===== config.mk =====
export PLATFORM = sky130hd
export DESIGN_NAME = branch_redirect_ctrl
export DESIGN_NICKNAME = d
export VERILOG_FILES = /design/src/rtl/branch_redirect_ctrl_pkg.sv /design/src/rtl/branch_redirect_ctrl_sat_counter.sv /design/src/rtl/branch_redirect_ctrl.sv
export SDC_FILE = /design/constraint.sdc
export NUM_CORES = 1
export LEC_CHECK = 0
export ABC_AREA = 1
export BUFFER_PORTS_ARGS = -buffer_cell sky130_fd_sc_hd__buf_2
export CAP_MARGIN = 15
export CORE_MARGIN = 2
export CORE_UTILIZATION = 35
export CTS_CLUSTER_SIZE = 30
export DETAILED_ROUTE_END_ITERATION = 8
export GPL_TIMING_DRIVEN = 1
export PLACE_DENSITY_LB_ADDON = 0.1
export SETUP_SLACK_MARGIN = 0.4
export SYNTH_ARGS = -nofsm -noshare
export SYNTH_HDL_FRONTEND = slang
export SYNTH_HIERARCHICAL = 1
export SYNTH_SLANG_ARGS = --single-unit

===== constraint.sdc =====
create_clock -name clk -period 1.4 [get_ports clk]
set_input_delay 0.14 -clock clk [delete_from_list [all_inputs] [get_ports clk]]
set_output_delay 0.14 -clock clk [all_outputs]
set_load 0.05 [all_outputs]

===== src/rtl/branch_redirect_ctrl_pkg.sv =====
// Shared definitions for the branch redirect controller: FSM state encoding,
// default reset PC, sequential fetch increment and target alignment mask.
package branch_redirect_ctrl_pkg;

    // RUN: normal sequential fetch. REDIR: taken-branch target captured,
    // waiting for instruction memory to accept it.
    typedef enum logic {
        S_RUN   = 1'b0,
        S_REDIR = 1'b1
    } redir_state_e;

    localparam logic [31:0] DEFAULT_RESET_PC = 32'h0000_0000;
    localparam int unsigned DEFAULT_PC_INC   = 4;

    // Low address bits forced to zero on a branch target (word alignment).
    localparam int unsigned ALIGN_MASK = 32'h0000_0003;

endpackage


===== src/rtl/branch_redirect_ctrl_sat_counter.sv =====
// Saturating up-counter used for the taken-branch statistic.
// Counts one per cycle while inc_i is high and sticks at all-ones.
module sat_counter #(
    parameter int unsigned CNT_W = 16
) (
    input  logic             clk,
    input  logic             rst_n,
    input  logic             inc_i,
    output logic [CNT_W-1:0] cnt_o
);

    logic [CNT_W-1:0] cnt_q;
    logic [CNT_W-1:0] cnt_d;

    // Next count: increment unless already saturated.
    always_comb begin
        cnt_d = cnt_q;
        if (inc_i && (cnt_q != {CNT_W{1'b1}})) begin
            cnt_d = cnt_q + {{(CNT_W-1){1'b0}}, 1'b1};
        end
    end

    // Count register, cleared by asynchronous reset.
    always_ff @(posedge clk or negedge rst_n) begin
        if (!rst_n) begin
            cnt_q <= '0;
        end else begin
            cnt_q <= cnt_d;
        end
    end

    assign cnt_o = cnt_q;

endmodule


===== src/rtl/branch_redirect_ctrl.sv =====
// Branch redirect controller: owns the fetch PC, redirects it on a taken
// ID-stage branch, squashes the wrong-path instruction in IF/ID and holds a
// pending redirect while instruction memory is not ready.
// Optional feature macro: BRANCH_PERF_CNT_EN (saturating taken-branch counter
// on taken_cnt; when undefined taken_cnt is tied to zero).
//
// Handshake: a fetch at pc completes in any cycle where imem_ready is high;
// the PC only advances (sequentially or to a target) on such a cycle, and a
// redirect accepted while imem_ready is low is parked in redirect_q until
// imem_ready rises.
module branch_redirect_ctrl
    import branch_redirect_ctrl_pkg::*;
#(
    parameter int unsigned          WIDTH_I  = 32,
    parameter logic [WIDTH_I-1:0]   RESET_PC = WIDTH_I'(DEFAULT_RESET_PC),
    parameter int unsigned          PC_INC   = DEFAULT_PC_INC,
    parameter int unsigned          CNT_W    = 16
) (
    input  logic               clk,
    input  logic               rst_n,
    input  logic               flush_ctrl,
    input  logic [WIDTH_I-1:0] branch_target,
    input  logic               stall,
    input  logic               imem_ready,
    output logic [WIDTH_I-1:0] pc,
    output logic [WIDTH_I-1:0] pc_next_seq,
    output logic               if_id_flush,
    output logic               redirect_pend,
    output logic [CNT_W-1:0]   taken_cnt
);

    localparam logic [WIDTH_I-1:0] TGT_MASK = ~WIDTH_I'(ALIGN_MASK);

    redir_state_e       state_q, state_d;
    logic [WIDTH_I-1:0] pc_q, pc_d;
    logic [WIDTH_I-1:0] redirect_q, redirect_d;
    logic [WIDTH_I-1:0] tgt;
    logic               acc;

    // Targets are silently word-aligned; misalignment is not a fault here.
    assign tgt         = branch_target & TGT_MASK;
    assign pc_next_seq = pc_q + WIDTH_I'(PC_INC);

    // A branch is accepted only in RUN and only when the comparator operands
    // are fresh (no load-use stall).
    assign acc = flush_ctrl & ~stall & (state_q == S_RUN);

    // Next-state, next-PC and squash decision.
    always_comb begin
        state_d     = state_q;
        pc_d        = pc_q;
        redirect_d  = redirect_q;
        if_id_flush = 1'b0;
        case (state_q)
            S_RUN: begin
                if (stall) begin
                    pc_d = pc_q;
                end else if (acc) begin
                    if_id_flush = 1'b1;
                    if (imem_ready) begin
                        pc_d = tgt;
                    end else begin
                        redirect_d = tgt;
                        state_d    = S_REDIR;
                    end
                end else if (imem_ready) begin
                    pc_d = pc_next_seq;
                end
            end
            S_REDIR: begin
                // ID only carries bubbles here, so flush_ctrl/stall are ignored.
                if_id_flush = 1'b1;
                if (imem_ready) begin
                    pc_d    = redirect_q;
                    state_d = S_RUN;
                end
            end
            default: begin
                state_d = S_RUN;
            end
        endcase
    end

    // PC, pending target and FSM state registers.
    always_ff @(posedge clk or negedge rst_n) begin
        if (!rst_n) begin
            state_q    <= S_RUN;
            pc_q       <= RESET_PC;
            redirect_q <= '0;
        end else begin
            state_q    <= state_d;
            pc_q       <= pc_d;
            redirect_q <= redirect_d;
        end
    end

    assign pc            = pc_q;
    assign redirect_pend = (state_q == S_REDIR);

`ifdef BRANCH_PERF_CNT_EN
    sat_counter #(
        .CNT_W (CNT_W)
    ) u_taken_cnt (
        .clk   (clk),
        .rst_n (rst_n),
        .inc_i (acc),
        .cnt_o (taken_cnt)
    );
`else
    assign taken_cnt = '0;
`endif

endmodule

* After elaboration in Yosys (flattened, before gate mapping)
Index checks and enable logic that the tools add are counted.
** Storage, ports and cells
- Bits in registers :: 63
- Output and inout bits :: 82
** Operators by class
- $add $sub $neg :: 1
- Equality and inequality tests :: 3
- Muxes and demuxes :: 13
- Bitwise logic cells :: 5
- Reduce and logical (&&, ||, !) cells :: 2
** Operators by type and width (number)
- $mux 32 :: 5
- $pmux 32 s2 :: 1
- $add 32x3->32 const B :: 1
- $ne 2x2->1 const B :: 3
- $mux 1 :: 5
- $pmux 1 s2 :: 2
- $reduce_and 4->1 :: 1
- $not 1->1 :: 3
- $reduce_and 3->1 :: 1
- $and 1x1->1 :: 2

* Longest topological paths before layout
- Depth in word-level cells :: 6
- Gate-level depth with buffers :: 11

* Worst setup path before layout
Ideal clock, no wire load.
- Kind :: reg-to-reg
- Start :: register pc_q[2], in the netlist pc[2]
- End :: register pc_q[9], in the netlist pc[9]
- Arrival time :: 2.576 ns
- Slack :: -1.254 ns
- Cell stages (with the launch flop) :: 7
- Buffers on the path :: 0
- Clock period less this slack :: 2.654 ns
- Cells stage by stage :: dfrtp_1 -> inv_1 -> nor2_4 -> nand2_4 -> xnor2_1 -> o21ai_0 -> a21oi_1
** Between the ends
- Cells in the longest elaborated chain, start to end :: 5
** Ends and longest elaborated chain
- start, declared :: RTL line branch_redirect_ctrl.sv:35 : logic [WIDTH_I-1:0] pc_q, pc_d;
- start signal, assigned :: RTL line branch_redirect_ctrl.sv:92 : pc_q <= pc_d;
- $add 32x3->32 :: RTL line branch_redirect_ctrl.sv:42 : assign pc_next_seq = pc_q + WIDTH_I'(PC_INC);
- net pc_next_seq[9] :: RTL line branch_redirect_ctrl.sv:26 : output logic [WIDTH_I-1:0] pc_next_seq,
- $mux 32 :: RTL line branch_redirect_ctrl.sv:66 : end else if (imem_ready) begin
- $mux 32 :: RTL line branch_redirect_ctrl.sv:58 : end else if (acc) begin
- $mux 32 :: RTL line branch_redirect_ctrl.sv:56 : if (stall) begin
- $pmux 32 s2 :: RTL line branch_redirect_ctrl.sv:54 : case (state_q)
The timed path passes the listed nets, and every way through them passes these cells. The select of a mux whose other input is x is not followed.
A chain may end at the register's enable or synchronous reset.

* Worst setup path after layout
- Start :: register pc_q[2], in the netlist pc[2]
- End :: output port pc_next_seq[19]
** Between the ends
- Cells in the longest elaborated chain, start to end :: 1
** Ends and longest elaborated chain (RTL line)
- $add 32x3->32 :: branch_redirect_ctrl.sv:42
- end, declared :: branch_redirect_ctrl.sv:26
Every way passes these cells.

==> results.md <==
* First-pass GRT wire length at around 22,000 um
* Cell taking the most area after synthesis: dfrtp_1
* 1st-pass router iterations at 4
* Cell Count Post-Placement at 821
* FP Rows at 38
* Crit path DAT at 1.91 ns
* Core area at between 10,000 and 15,000 um^2
* Longest Clk Path Bufs at 2
* Clk_skew at 0.0108 ns
* DRC viols at 0
* Die Area at 12,100 um^2
* RSZ-0062 raised after global routing: yes
* Crit-path max FO at 4
* WL per Instance at 16.8 um
* Fill cells at 830
* Commonest non-fill, non-tap cells in the layout: buf_6 (81), nand2_1 (75), nor2_1 (63), buf_4 (52)
* Sink Count at between 60 and 70
* Nets at 786
* Failing checks: negative setup slack
* Die height at 110 um
* HPWL Detailed at 9440 um
* Min Clock Period, post-route at 2.05 ns
* Clk Latency, worst-skew pair at about 0.35 ns
* DR iter-0 viols at 230
* Yosys top cell area share at 38.8%
* Vias in the first global route at 4,204
* Slew @ Worst Pin at 0.536 ns
* Crit. Startpoint: pc[2]
* Mapped Cells at between 500 and 600
* Tot Pwr at 11.4 mW
* Ys Warns at 6
* I/O pin count at 119
* Worst r2r dst: pc[29]
* Synth top area cells: dfrtp_1 (39%), nand2_1 (12%), nor2_1 (7.3%)
* Largest net degree at the start of global routing at a little over 60
* Hold Slack at 0.0364 ns
* Die X at 110 um
* Setup TNS at -21.92 ns
* Synth Cell Area at 3940 um^2
* Critical Path End: pc_next_seq[19]
* R2R Path Start: pc[2]
* Count of final max-slew check failures at 0
* Area grow syn2layout at 91.7%
* Post-Syn Area per Cell at 7.54 um^2
* CTS Buf Count at 9
* Share of cells above drive strength 1 at around 58%
* Reg area at 1550 um^2
* Final Util at 69.3%
* Fin crit share at 146%
* Reg2reg setup slack at -0.50 ns
* Max frequency at 0.489 GHz
* Static leakage at 3.53 nW
* #FFs+latches synth at between 60 and 70
* Worst reg2reg path depth at 13
* DP Area at ~5500 um^2
* Crit path max-delay cell type: dfrtp_2
* Initial Utilization at around 36%
* Grt ovf at 0
* Clock-pin slew on the worst setup and hold paths at approximately 0.07 ns
* CP peak stage delay at 0.39 ns
* Filler-free cell count of the finished design at roughly 890
* CTS HTree Levels at 3
* Post-route setup slack at -0.645 ns
* Setup Viol. Count Final at 59
* IR drop worst, VDD at slightly above 0.8 mV
* GRT Total Usage at 24.6%
* I/O Buffers at 96
* Finished Cell Area at between 7000 and 8000 um^2
* Sequential fraction of the synthesis area at about two fifths
* Pwr Density at 1510 nW/um^2
* CTS root buf: clkbuf_8
* Critical path class: reg -> out
* Setup WS pre-CTS at -0.327 ns
* Crit. End Element: output pin
* Drt total wl at 15,000 um
* Vias/cell at 4.92
* Hold Crit Class: in -> reg
* Antenna Nets Post-Route at 0
* Placer Congestion at between 0.8 and 0.9
* Commonest non-fill, non-tap cell in the layout: buf_6
* WP data required at 1.26 ns
* CTS tree: built
* Final hold vios at 0
* Initial antenna violation count at 0
* Yosys cell types at 29
* Critical Path Start Type: register
* Max-Slew Margin vs Limit at roughly 64%
* Worst-path cell chain: buf_6, clkinvlp_4, nor2_4, nand3b_1, buf_4, o21ai_4, nand2_4, buf_8
* Hold path depth at 2
* N_diodes at 0
* Routed via count at 4,397
* Footprint of the multi-input gates at roughly 2900 um^2
* Status: complete, but fails checks
* Max-Cap Viols at 0
[cell families (layout without fill, tap and decap cells)]
family	after synthesis	after routing	share of synthesized area (%)
other	1	20	0.0953
AND/OR/NAND/NOR	263	266	30.9
adder cells (fa/ha/maj)	1	1	0.318
buffers and inverters	85	294	10.3
AO/OA/AOI/OAI	88	88	12.6
XOR/XNOR	15	15	4.67
flip-flops	61	61	38.8
multiplexers	8	8	2.29
[worst max-delay path: cells and delay by family (launching register included)]
family                 cells  cell delay, ns
AOI/OAI and AO/OA          1            0.13
buffers and inverters      4            0.57
and+or+nand+nor            3            0.47
DFF                        1            0.39
[area by class of cell]
type,count,share of cell area [%]
inverter,46,2.84
clock buffer,11,1.87
clock inverter,5,0.663
sequential,61,20.5
timing repair buffer,232,34.0
multi-input combinational,398,37.8
tap,140,2.32
[report_power, final]
group | leakage, nW | internal, mW | switching [mW] | total, mW
combinational | 2.73 | 3.24 | 3.99 | 7.22
sequential | 0.705 | 2.15 | 0.413 | 2.56
clock | 0.103 | 0.860 | 0.769 | 1.63
total | 3.53 | 6.25 | 5.17 | 11.4
[cells in the mapped netlist]
library cell and n:
xnor2_1 2, nand2_2 16, a21oi_1 35, ha_1 1
and2_1 3, buf_6 1, buf_2 4, buf_4 20
o21ai_1 1, nor2_2 6, conb_1 1, xor2_2 7
inv_1 42, xor2_1 6, o211ai_1 1, a31oi_1 6
nand3b_1 11, nor2_1 77, dfrtp_1 61, nand2_1 131
nand3_1 4, inv_2 4, nor2_4 12, o21ai_0 27
mux2_2 8, nor2_8 1, nand2_4 2, a211oi_1 18
clkbuf_1 14
[layer usage]
layer,part of all wire [%],global-route usage (%),vias to the layer above
li1,-,-,2070
met1,44,34.9,2159
met2,49,39.3,145
met3,5.4,3.94,23
met4,1.7,6.15,0
met5,0,0,-
[worst min path at each step]
| stage | from | end | slack (ns) |
|---|---|---|---|
| after floorplan | rst_n | pc[10] | -0.16 |
| after global placement | rst_n | redirect_q[3] | 0.18 |
| after detailed placement | rst_n | redirect_q[3] | 0.18 |
| after CTS | branch_target[6] | redirect_q[6] | 0.02 |
| after global routing | branch_target[6] | redirect_q[6] | 0.04 |
| final | branch_target[6] | redirect_q[6] | 0.04 |
[registers in the layout, indices dropped and copies added, names as in the netlist]
signal / flops
pc: 30
redirect_q: 30
redirect_pend: 1
[repair_timing]
action | in CTS | in global routing
hold endpoints to repair | 62 | 0
hold buffers | 2 | 0
setup endpoints to repair | 123 | 123
resized for setup | 285 | 101
buffers inserted | 24 | 21
pin swaps | 31 | 22
cloned | 6 | 3
No activity file was read; power rests on OpenSTA's default activity.
